[config.mk]
export PLATFORM = sky130hd
export DESIGN_NAME = instr_issue_sequencer
export DESIGN_NICKNAME = d
export VERILOG_FILES = /design/src/rtl/instr_issue_sequencer.sv
export SDC_FILE = /design/constraint.sdc
export NUM_CORES = 1
export LEC_CHECK = 0
export ABC_AREA = 1
export BUFFER_PORTS_ARGS = -buffer_cell sky130_fd_sc_hd__buf_2
export CAP_MARGIN = 30
export CORE_ASPECT_RATIO = 0.7
export CORE_MARGIN = 4
export CORE_UTILIZATION = 50
export CTS_CLUSTER_SIZE = 10
export DETAILED_ROUTE_END_ITERATION = 7
export PLACE_DENSITY_LB_ADDON = 0.3
export SLEW_MARGIN = 20
export SYNTH_ARGS = -nofsm -noshare
export SYNTH_HDL_FRONTEND = slang
export SYNTH_SLANG_ARGS = --single-unit
export TNS_END_PERCENT = 10
[constraint.sdc]
create_clock -name clk -period 6.6 [get_ports clk]
set_input_delay 0.99 -clock clk [delete_from_list [all_inputs] [get_ports clk]]
set_output_delay 0.99 -clock clk [all_outputs]
set_load 0.02 [all_outputs]
[src/rtl/instr_issue_sequencer.sv]
// instr_issue_sequencer
//   Buffers 32-bit instructions from a host/loader in a small FIFO and issues
//   at most one per clock on Instr. A load-use hazard against a recent LW
//   replaces the dependent instruction with a NOP bubble (32'd0) until the
//   load result is far enough behind.
//
// Ports
//   clk          clock, all state updates on posedge
//   rst          synchronous active-high reset
//   en           1: issuing allowed; 0: hold FIFO, drive NOP
//   flush        synchronous clear of FIFO and hazard history (counters kept)
//   in_instr     instruction to enqueue
//   in_valid     in_instr valid
//   in_ready     FIFO can accept (push when in_valid & in_ready)
//   Instr        registered instruction to datapath; 32'd0 = bubble
//   issue_valid  registered; 1 when Instr holds a real instruction
//   busy         FIFO non-empty or FSM not idle
//   err_illegal  sticky; set when an unknown opcode reaches the head
//   issued_cnt   real instructions issued (wraps)
//   bubble_cnt   hazard bubbles inserted (wraps)
//
// FSM states
//   state   | meaning
//   S_IDLE  | nothing issuing; Instr=0; waits for en and a queued instruction
//   S_ISSUE | issuing the FIFO head each cycle
//   S_STALL | last cycle was a hazard bubble; head re-evaluated each cycle
module instr_issue_sequencer #(
  parameter int DEPTH    = 8,
  parameter int LOAD_LAT = 1,
  parameter int CNT_W    = 16
) (
  input  logic             clk,
  input  logic             rst,
  input  logic             en,
  input  logic             flush,
  input  logic [31:0]      in_instr,
  input  logic             in_valid,
  output logic             in_ready,
  output logic [31:0]      Instr,
  output logic             issue_valid,
  output logic             busy,
  output logic             err_illegal,
  output logic [CNT_W-1:0] issued_cnt,
  output logic [CNT_W-1:0] bubble_cnt
);

  localparam int PW   = $clog2(DEPTH);
  localparam int CW   = PW + 1;
  // Keep at least one history slot so the arrays stay legal when LOAD_LAT=0.
  localparam int HIST = (LOAD_LAT == 0) ? 1 : LOAD_LAT;
  localparam logic [CW-1:0] C_DEPTH = CW'(DEPTH);

  localparam logic [5:0] OP_ADD = 6'b000001;
  localparam logic [5:0] OP_LW  = 6'b000010;
  localparam logic [5:0] OP_SW  = 6'b000100;

  typedef enum logic [1:0] {S_IDLE, S_ISSUE, S_STALL} state_t;

  logic [31:0]      r_mem [DEPTH];
  logic [PW-1:0]    r_wr_ptr, r_rd_ptr;
  logic [CW-1:0]    r_count;
  state_t           r_state;
  logic             r_hist_v [HIST];
  logic [4:0]       r_hist_d [HIST];
  logic [31:0]      r_instr;
  logic             r_issue_valid;
  logic             r_err;
  logic [CNT_W-1:0] r_issued, r_bubble;

  logic        w_empty, w_push;
  logic [31:0] w_head;
  logic [5:0]  w_op;
  logic [4:0]  w_rs, w_rt;
  logic        w_legal, w_is_lw, w_uses_rt, w_hazard;
  state_t      w_state_nxt;
  logic [31:0] w_instr_nxt;
  logic        w_valid_nxt, w_pop, w_bubble, w_illegal;
  logic        w_hist_shift, w_hist_clr, w_ins_v;
  logic [4:0]  w_ins_d;

  assign w_empty   = (r_count == '0);
  assign in_ready  = (r_count < C_DEPTH);
  // A push in a flush cycle is dropped.
  assign w_push    = in_valid && in_ready && !flush;
  assign w_head    = r_mem[r_rd_ptr];
  assign w_op      = w_head[31:26];
  assign w_rs      = w_head[25:21];
  assign w_rt      = w_head[20:16];
  assign w_is_lw   = (w_op == OP_LW);
  assign w_uses_rt = (w_op == OP_ADD) || (w_op == OP_SW);
  assign w_legal   = (w_op == OP_ADD) || w_is_lw || (w_op == OP_SW);

  always_comb begin
    w_hazard = 1'b0;
    if (LOAD_LAT != 0 && !w_empty) begin
      for (int i = 0; i < HIST; i++) begin
        if (r_hist_v[i] && ((r_hist_d[i] == w_rs) || (w_uses_rt && (r_hist_d[i] == w_rt))))
          w_hazard = 1'b1;
      end
    end
  end

  always_comb begin
    w_state_nxt  = r_state;
    w_instr_nxt  = '0;
    w_valid_nxt  = 1'b0;
    w_pop        = 1'b0;
    w_bubble     = 1'b0;
    w_illegal    = 1'b0;
    w_hist_shift = 1'b0;
    w_hist_clr   = 1'b0;
    w_ins_v      = 1'b0;
    w_ins_d      = '0;
    case (r_state)
      S_IDLE: begin
        if (en && !w_empty) w_state_nxt = S_ISSUE;
      end
      S_ISSUE, S_STALL: begin
        if (!en || w_empty) begin
          w_state_nxt = S_IDLE;
          w_hist_clr  = 1'b1;
        end else begin
          w_hist_shift = 1'b1;
          if (!w_legal) begin
            // Unknown opcode is discarded without a hazard check.
            w_pop       = 1'b1;
            w_illegal   = 1'b1;
            w_state_nxt = S_ISSUE;
          end else if (w_hazard) begin
            w_bubble    = 1'b1;
            w_state_nxt = S_STALL;
          end else begin
            w_pop       = 1'b1;
            w_instr_nxt = w_head;
            w_valid_nxt = 1'b1;
            w_state_nxt = S_ISSUE;
            if (w_is_lw) begin
              w_ins_v = 1'b1;
              w_ins_d = w_rt;
            end
          end
        end
      end
      default: w_state_nxt = S_IDLE;
    endcase
  end

  always_ff @(posedge clk) begin
    if (!rst && w_push) r_mem[r_wr_ptr] <= in_instr;
  end

  always_ff @(posedge clk) begin
    if (rst) begin
      r_wr_ptr      <= '0;
      r_rd_ptr      <= '0;
      r_count       <= '0;
      r_state       <= S_IDLE;
      r_instr       <= '0;
      r_issue_valid <= 1'b0;
      r_err         <= 1'b0;
      r_issued      <= '0;
      r_bubble      <= '0;
      for (int i = 0; i < HIST; i++) begin
        r_hist_v[i] <= 1'b0;
        r_hist_d[i] <= '0;
      end
    end else if (flush) begin
      r_wr_ptr      <= '0;
      r_rd_ptr      <= '0;
      r_count       <= '0;
      r_state       <= S_IDLE;
      r_instr       <= '0;
      r_issue_valid <= 1'b0;
      for (int i = 0; i < HIST; i++) begin
        r_hist_v[i] <= 1'b0;
        r_hist_d[i] <= '0;
      end
    end else begin
      if (w_push) r_wr_ptr <= r_wr_ptr + PW'(1);
      if (w_pop)  r_rd_ptr <= r_rd_ptr + PW'(1);
      if (w_push && !w_pop)      r_count <= r_count + CW'(1);
      else if (!w_push && w_pop) r_count <= r_count - CW'(1);
      r_state       <= w_state_nxt;
      r_instr       <= w_instr_nxt;
      r_issue_valid <= w_valid_nxt;
      if (w_illegal)   r_err    <= 1'b1;
      if (w_valid_nxt) r_issued <= r_issued + CNT_W'(1);
      if (w_bubble)    r_bubble <= r_bubble + CNT_W'(1);
      if (w_hist_clr) begin
        for (int i = 0; i < HIST; i++) begin
          r_hist_v[i] <= 1'b0;
          r_hist_d[i] <= '0;
        end
      end else if (w_hist_shift) begin
        for (int i = HIST - 1; i > 0; i--) begin
          r_hist_v[i] <= r_hist_v[i-1];
          r_hist_d[i] <= r_hist_d[i-1];
        end
        r_hist_v[0] <= w_ins_v;
        r_hist_d[0] <= w_ins_d;
      end
    end
  end

  assign Instr       = r_instr;
  assign issue_valid = r_issue_valid;
  assign err_illegal = r_err;
  assign issued_cnt  = r_issued;
  assign bubble_cnt  = r_bubble;
  assign busy        = !w_empty || (r_state != S_IDLE);

endmodule

======== After elaboration in Yosys (flattened, before gate mapping) ========
Memory sizes are Yosys's and may differ from the RTL's. A register that Yosys moved wholly into a read port is not among the register bits.
Index checks and enable logic that the tools add are counted.
operators by class
  bitwise operators ....................... 3
  order comparisons ....................... 1
  equal/unequal tests ..................... 8
  add/sub/neg operators ................... 6
  reduce and logical (&&, ||, !) cells .... 36
  multiplexer cells ....................... 67
operator list
  operator                                                             count
  1-bit two-way mux                                                    50
  5-bit two-way mux                                                    8
  16-bit by 1-bit adder with 16-bit output (second input constant)     2
  5-bit OR reduction                                                   3
  5-bit == test                                                        2
  1-bit logical AND                                                    8
  2-bit two-way mux                                                    4
  4-bit two-way mux                                                    2
  3-bit by 1-bit adder with 3-bit output (second input constant)       2
  6-bit by 1-bit == test with 1-bit output (second input constant)     1
  6-bit by 2-bit == test with 1-bit output (second input constant)     1
  6-bit by 3-bit == test with 1-bit output (second input constant)     1
  1-bit zero test                                                      6
  1-bit logical OR                                                     6
  3-bit two-way mux                                                    2
  2-bit AND reduction                                                  3
  6-bit OR reduction                                                   1
  4-bit by 1-bit adder with 4-bit output (second input constant)       1
  4-bit zero test                                                      1
  4-bit < comparator (second input constant)                           1
  2-bit case mux with 2 select lines                                   1
  2-bit nonzero test                                                   2
  2-bit OR reduction                                                   2
  4-bit by 1-bit subtractor with 4-bit output (second input constant)  1
  6 further kinds                                                      10
storage, ports and cells
  RAM bits ................................ 262
  memories ................................ 3
  bits in registers ....................... 78
memories
  name      depth  bits a word  rd ports  clocked after memory_dff  write ports  line  RTL
  r_mem     8      32           1         1                         1            59    logic [31:0] r_mem [DEPTH];
  r_hist_d  1      5            1         0                         1            64    logic [4:0] r_hist_d [HIST];
  r_hist_v  1      1            1         0                         1            63    logic r_hist_v [HIST];

======== Logic depth before layout (Yosys ltp) ========
Gate-level depths: netlist of the first run.
  depth after elaboration ................. 14
  gate-level depth with buffers ........... 25

======== Worst setup path after synthesis of the first run ========
Ideal clock, no wire load.
  path type ............................... in2reg
  from .................................... input flush
  to ...................................... memory r_mem[6][0] (enable)
  required time ........................... 6139 ps
  arrival time ............................ 3655 ps
  stages on the path ...................... 5
  path slack .............................. 2484 ps
  cell sequence ........................... inv_1 > nand3_1 > nor2_1 > inv_1 > nor3_1
on the way
  longest elaborated chain between the ends .. 5
ends and longest elaborated chain
  what                                     line  RTL
  start, declared                          35    input logic flush,
  1-bit zero test                          84    assign w_push = in_valid && in_ready && !flush;
  1-bit logical AND                        84
  1-bit logical AND                        149   if (!rst && w_push) r_mem[r_wr_ptr] <= in_instr;
  1-bit two-way mux                        149
  1-bit two-way mux (implied by the code)  149
  end, declared                            59
No other way between the ends.

==> out/qor.csv, run 1 <==
metric,value,unit
CP Max Fanout,85,
fillers,2218,
Port Buffer Count,104,
"Async S/R FF share, synth",0,%
Max-slew headroom,38.2,%
Die ar.,30300,µm²
I/O pin count,105,
H-tree depth,2,
Max Cap Viol,0,
element type at the critical path end,flip-flop,
DRT iter0 DRCs,798,
Resized Gates After CTS,0,
"Seq/Total Area, Yosys",68.9,%
"top cells by area, synth","edfxtp_1, dfxtp_1, nand2_1, nor2_1, o21ai_0",
Clock Latency Late Sink,0.53,ns
most common cell in the netlist,edfxtp_1,
Routed WL per cell,17.3,µm
worst vdd ir,0.208,mV
Yosys top cell area share,57.1,%
Power Internal,3.56,mW
max-slew violation count,0,
top post-synthesis cells by count,"edfxtp_1, nand2_1, nor2_1, o21ai_0, inv_1",
Switching Share,19.9,%
Vias per Instance,5.33,
CTS Buf Count,40,
Post-CTS Setup Repair Bufs,0,
Layout Nets,1442,
Worst path top cell family by delay,simple AND/OR/NAND/NOR gates,
CORE AREA,26900,µm²
Main synth FF type,edfxtp_1,
largest net degree at the start of global routing,86,
clk root buf,clkbuf_16,
CTS tree,built,
dpl hpwl,17900,µm
grt total ovfl,0,
Tcrit/Tclk final,69.5,%
antenna cells,0,
Fmax achieved,218,MHz
Crit path largest cell delay,0.96,ns
worst slew pin tran,0.927,ns
Final Non-Filler Cells,1788,
Reg power frac,52.7,%
Logic pwr share,2.1,%
Antenna Nets Post-Route,0,
share of layout cells above drive strength 1,13.1,%
Lkg Pwr,6.08,nW
TritonRoute pass-1 iters,5,
syn_area_per_cell,10.7,µm²
min-delay worst type,flip-flop to flip-flop,
Clk pwr share,45.1,%
Synth Instances,1287,
Pwr Density,280,nW/µm²
first-pass GRT wire length,49500,µm
final setup TNS,0,ns
Post-Place Cells,1717,
routed wire length,30900,µm
Crit Path Category,flip-flop to flip-flop,
number of core rows,50,
hold path start,err_illegal,
Die H,147,µm
Starting Density,51.2,%
WP buf/inv,3,
gr usage total,20.4,%
Worst path most repeated cell,nand2_1,
Mapped Area,13800,µm²
CP arrival,5.00,ns
status,completed,
Num Clock Sinks,343,
Psw,0.881,mW
biggest area consumer among synthesized cells,edfxtp_1,
vias in the first global route,9261,
number of flops mapped to enable cells by yosys,262,
Netlist cell types,38,
Yosys warning total,0,
Worst-path clk slew,0.06,ns
Fin. Hold Viols,0,
CP max stage cell,dfxtp_4,
"Area growth, synth to finish",15.0,%
initial antenna violation count,1,
worst clock skew,0.0172,ns
RSZ-0062 raised after global routing,false,
Synth Register Bits,343,
startpoint types,flip-flop,
count of final setup violators,0,
via count,9531,
worst path required time,7.02,ns
post-route minimum period,4.59,ns
cts hold-fix bufs,0,
DRC errors left,0,
Die X,206,µm
maximum clock insertion buffer count,3,
RD Place Congestion,0.807,
[layout by cell type, fill, tap and decap left out, types with 2 or more instances in the layout]
cell	Yosys	layout
nand2_2	2	2
conb_1	1	3
o221ai_1	16	16
inv_1	101	101
inv_2	5	4
nor2_1	216	212
nor2_4	0	4
nor4_1	3	3
nor3_1	14	10
edfxtp_1	262	262
xor2_1	10	10
xnor2_1	3	3
nand4_1	4	4
dfxtp_2	0	2
nor2_2	2	2
nand3_1	82	82
o21ai_0	108	108
nor3_2	0	4
dfxtp_1	81	78
o21ai_1	19	19
inv_6	0	2
clkbuf_1	30	27
buf_2	14	104
clkbuf_16	0	41
a21oi_1	37	37
nand2_1	229	229
buf_4	3	15
o22ai_1	16	16
ha_1	9	9
[layer usage]
metal | track usage (%) | up-vias | wire, µm
met5 | 0 | - | 13
met1 | 29.3 | 4562 | 14100
met4 | 5.32 | 2 | 545
met3 | 4.57 | 56 | 2080
li1 | - | 4601 | -
met2 | 32.0 | 310 | 14200
[power groups by stage]
stage / sequential (mW) / combinational (mW) / clock (mW)
floorplan: 2.39 / 0.0469 / 0
global placement: 2.38 / 0.0912 / 0
detailed placement: 2.38 / 0.0946 / 0
CTS: 2.34 / 0.0952 / 2.04
global route: 2.34 / 0.108 / 2.14
finish: 2.34 / 0.0952 / 2.00
[worst reg2reg max path, stage by stage (launching register included)]
cell	delay, ns
dfxtp_4	0.96
clkinv_2	0.17
buf_4	0.37
nand2_1	0.17
nand2_1	0.06
nand2_1	0.06
nand3_1	0.10
nand2_1	0.16
nand2_1	0.08
nor2_1	0.10
nand2_1	0.14
nor2_1	0.12
nand2_1	0.07
nand2_2	0.12
nand3_1	0.08
nand2_1	0.22
ha_1	0.24
inv_1	0.10
ha_1	0.33
and3_1	0.18
a211oi_1	0.23
nor2_1	0.07
nor2_1	0.09
nand2_1	0.07
o21ai_0	0.15
a21oi_1	0.05
[area by class of cell]
cell class | instances | area, µm² | share of cell area [%]
Clock buffer | 68 | 1130 | 7.12
Clock inverter | 3 | 47.5 | 0.300
Inverter | 107 | 403 | 2.54
Multi-Input combinational cell | 783 | 3660 | 23.1
Sequential cell | 343 | 9500 | 60.0
Tap cell | 364 | 455 | 2.88
Timing Repair Buffer | 120 | 644 | 4.07
[cells by family (layout without fill, tap and decap cells)]
family,after synthesis,count (layout),synth area share (%)
simple gates,557,557,16.4
flops,343,343,68.9
compound gates,200,200,7.91
buf+inv,163,298,4.93
xor+xnor,13,13,0.827
fa+ha+maj,10,10,0.963
other cells,1,3,0.0272
[stage by stage]
stage	util, %	hold slack [ns]	setup slack, ns	area, µm²	power [mW]
after global placement	54.4	0.449	2.21	14600	2.47
after detailed placement	54.5	0.453	2.05	14700	2.48
after CTS	58.9	0.466	2.04	15800	4.48
after floorplan	-	0.460	2.48	13800	2.43
final	58.9	0.462	2.01	15800	4.44
after global routing	58.9	0.485	1.56	15800	4.59
[sequential cells by signal (all words and copies together) (netlist names), named ones only]
register     count
issue_valid      1
r_mem          256
r_state          2
r_hist_v         1
r_wr_ptr         3
err_illegal      1
bubble_cnt      16
r_hist_d         5
issued_cnt      16
r_rd_ptr         3
r_count          4
Instr           32
[worst paths after layout]
kind,to,depth (start not counted),slack (ns)
max,r_count[3],25,2.01
min,err_illegal,1,0.46
max reg2reg,r_count[3],25,2.01
min reg2reg,err_illegal,1,0.46
Power figures use the tool's default switching activity.
==> run 2, diff against run 1 <==
--- a/config.mk
+++ b/config.mk
@@ -5,7 +5,7 @@
 export SDC_FILE = /design/constraint.sdc
 export NUM_CORES = 1
 export LEC_CHECK = 0
-export ABC_AREA = 1
+export ABC_AREA = 0
 export BUFFER_PORTS_ARGS = -buffer_cell sky130_fd_sc_hd__buf_2
 export CAP_MARGIN = 30
 export CORE_ASPECT_RATIO = 0.7
==> constraint.sdc (replaced) <==
create_clock -name clk -period 4.7 [get_ports clk]
set_input_delay 0.705 -clock clk [delete_from_list [all_inputs] [get_ports clk]]
set_output_delay 0.705 -clock clk [all_outputs]
set_load 0.02 [all_outputs]
==> run 2 against run 1 <==
  * Routed wire length down 15%
  * Non-clock buffer count up 5
  * Critical path type unchanged
  * Power up 39%
  * Largest cell class unchanged
  * Largest power group unchanged
==> out/qor.csv, run 2 <==
metric,value,unit,change
Max Cap Viol,0,,unchanged
"Seq/Total Area, Yosys",72.3,%,was 68.9%
startpoint types,flip-flop,,unchanged
R2R setup slack,0.42,ns,was 2.01 ns
max-slew violation count,0,,unchanged
Port Buffer Count,104,,unchanged
Post-Place Cells,1210,,was 1717
Starting Density,51.0,%,was 51.2%
Die H,144,µm,was 147 µm
I/O pin count,105,,unchanged
grt total ovfl,0,,unchanged
dpl cell area,14200,µm²,was 14700 µm²
Clk pwr share,44.6,%,was 45.1%
clk root buf,clkbuf_16,,unchanged
routed wire length,26500,µm,was 30900 µm
vias in the first global route,7293,,was 9261
met2 Use GR,28.8,%,was 32.0%
final setup TNS,0,ns,unchanged
"Design Area, Final",15300,µm²,was 15800 µm²
most common cell in the netlist,edfxtp_1,,unchanged
Yosys top cell area share,59.9,%,was 57.1%
"top cells by area, synth","edfxtp_1, dfxtp_1, mux4_2, mux2i_1, nor2_1",,"was edfxtp_1, dfxtp_1, nand2_1, nor2_1, o21ai_0"
DRC errors left,0,,unchanged
Hold Slack,0.460,ns,was 0.462 ns
Die ar.,28900,µm²,was 30300 µm²
max reg flops,256,,unchanged
Pwr Density,401,nW/µm²,was 280 nW/µm²
status,completed,,unchanged
worst clock skew,0.0146,ns,was 0.0172 ns
"Async S/R FF share, synth",0,%,unchanged
grt peak-use layer,met2,,unchanged
initial antenna violation count,3,,was 1
Main synth FF type,edfxtp_1,,unchanged
CTS Buf Count,40,,unchanged
worst path required time,5.14,ns,was 7.02 ns
Power Internal,4.95,mW,was 3.56 mW
Fin. Hold Viols,0,,unchanged
maximum clock insertion buffer count,3,,unchanged
dpl hpwl,15600,µm,was 17900 µm
RD Place Congestion,0.811,,was 0.807
post-route minimum period,4.28,ns,was 4.59 ns
Netlist cell types,55,,was 38
adder-cell share of the synthesized area,1.01,%,was 0.963%
TritonRoute pass-1 iters,5,,unchanged
Compound-Gate Fraction of Synth Area,4.29,%,was 7.91%
largest net degree at the start of global routing,36,,was 86
DRT iter0 DRCs,553,,was 798
Tcrit/Tclk final,91.1,%,was 69.5%
syn_area_per_cell,16.7,µm²,was 10.7 µm²
mux contribution to synthesized area,12.9,%,was 0%
first-pass GRT wire length,41700,µm,was 49500 µm
Synth Register Bits,343,,unchanged
Crit Path Category,flip-flop to flip-flop,,unchanged
RSZ-0062 raised after global routing,false,,unchanged
Fmax achieved,234,MHz,was 218 MHz
most frequent cells in the layout,"edfxtp_1, buf_2, dfxtp_1, nor2_1, mux4_2",,"was edfxtp_1, nand2_1, nor2_1, o21ai_0, buf_2"
main combinational cell family by area after synthesis,multiplexers,,was simple AND/OR/NAND/NOR gates
min-delay worst type,primary input to flip-flop,,was flip-flop to flip-flop
Antenna Nets Post-Route,0,,unchanged
Num Clock Sinks,343,,unchanged
Vias per Instance,5.69,,was 5.33
post-synthesis simple-gate area fraction,6.75,%,was 16.4%
Routed WL per cell,20.6,µm,was 17.3 µm
M3 GR Usage,3.81,%,was 4.57%
"Area growth, synth to finish",16.9,%,was 15.0%
Die X,202,µm,was 206 µm
worst vdd ir,0.242,mV,was 0.208 mV
Biggest register,r_mem,,unchanged
Switching Share,19.5,%,was 19.9%
top post-synthesis cells by count,"edfxtp_1, dfxtp_1, nor2_1, mux4_2, mux2i_1",,"was edfxtp_1, nand2_1, nor2_1, o21ai_0, inv_1"
Reg power frac,53.4,%,was 52.7%
element type at the critical path end,flip-flop,,unchanged
biggest area consumer among synthesized cells,edfxtp_1,,unchanged
number of core rows,49,,was 50
H-tree depth,2,,unchanged
CP arrival,4.72,ns,was 5.00 ns
Mapped Area,13100,µm²,was 13800 µm²
CTS tree,built,,unchanged
gr usage total,18.4,%,was 20.4%
count of final setup violators,0,,unchanged
Lkg Pwr,5.15,nW,was 6.08 nW
via count,7316,,was 9531
GRT met1 Usage,26.9,%,was 29.3%
Max-slew headroom,40.8,%,was 38.2%
XOR/XNOR Fraction of Synth Area,1.13,%,was 0.827%
Yosys warning total,0,,unchanged
"most common cell after layout, fill and taps aside",edfxtp_1,,unchanged
worst slew pin tran,0.887,ns,was 0.927 ns
Logic pwr share,2.0,%,was 2.1%
Post-CTS Setup Repair Bufs,0,,unchanged
CP Max Fanout,10,,was 85
Layout Nets,968,,was 1442
Synth Instances,785,,was 1287
Psw,1.20,mW,was 0.881 mW
share of layout cells above drive strength 1,25.9,%,was 13.1%
Clock Latency Late Sink,0.51,ns,was 0.53 ns
Worst-path clk slew,0.05,ns,was 0.06 ns
Final Non-Filler Cells,1285,,was 1788
number of flops mapped to enable cells by yosys,262,,unchanged
CORE AREA,25700,µm²,was 26900 µm²
[run 2: layout make-up]
cell class | instances | area, µm²
multi-input cells | 396 | 3510
well taps | 331 | 414
inverters | 15 | 56.3
fillers | 1944 | 10400
flip-flops and latches | 343 | 9500
clock buffers | 70 | 1130
clock inverters | 3 | 26.3
diodes | 2 | 5.00
repair buffers | 125 | 694
[run 2: logic make-up (layout without fill, tap and decap cells)]
logic type                 count (synthesis)  in the layout
buffers and inverters                     48            213
and+or+nand+nor                          179            179
xor gates and xnor gates                  17             17
muxes                                    100            100
AOI/OAI and AO/OA                         87             87
adders and majority gates                 10             10
other                                      1              5
DFF                                      343            343
[run 2: path summary, 6_finish.rpt]
check	start	cells after the start	end
hold / removal	in_instr[11]	1	r_mem[6][11]
setup reg to reg	flip-flop	16	r_count[3]
hold reg to reg	err_illegal	2	err_illegal
setup / recovery	flip-flop	16	r_count[3]
[run 2: metrics by stage]
step	setup slack [ns]	utilization (%)	power, mW
floorplan	0.527	-	3.40
global placement	0.475	55.0	3.46
detailed placement	0.405	55.0	3.47
CTS	0.386	59.5	6.21
global route	0.102	59.6	6.37
finish	0.420	59.6	6.15
[run 2: timing repair]
action                                  4_1_cts  5_1_grt
endpoints found under the setup margin        0        1
hold buffers                                  0        0
gates resized for setup                       0        2
[run 2: critical path: stages, from the launching register on]
cell      delay, ns
dfxtp_2        0.52
buf_4          0.28
mux4_2         0.51
mux2i_1        0.40
xor2_1         0.19
nand2_1        0.11
nor3_2         0.35
o211ai_1       0.24
nand2_1        0.15
ha_1           0.19
inv_1          0.10
ha_1           0.28
a21o_1         0.18
a21oi_1        0.18
xnor2_1        0.09
or3_1          0.31
a21oi_1        0.14
[run 2: power by group through the flow]
stage,Clock (mW),Combinational (mW),Sequential (mW)
CTS,2.81,0.122,3.28
global route,2.95,0.135,3.28
floorplan,0,0.0568,3.35
detailed placement,0,0.122,3.35
finish,2.74,0.122,3.28
global placement,0,0.119,3.35
[run 2: metal layers]
metal	wire, µm	part of all wire, %	up-vias
li1	-	-	3352
met1	12100	46	3719
met2	12300	47	200
met3	1570	5.9	41
met4	457	1.7	4
met5	21	0.079	-
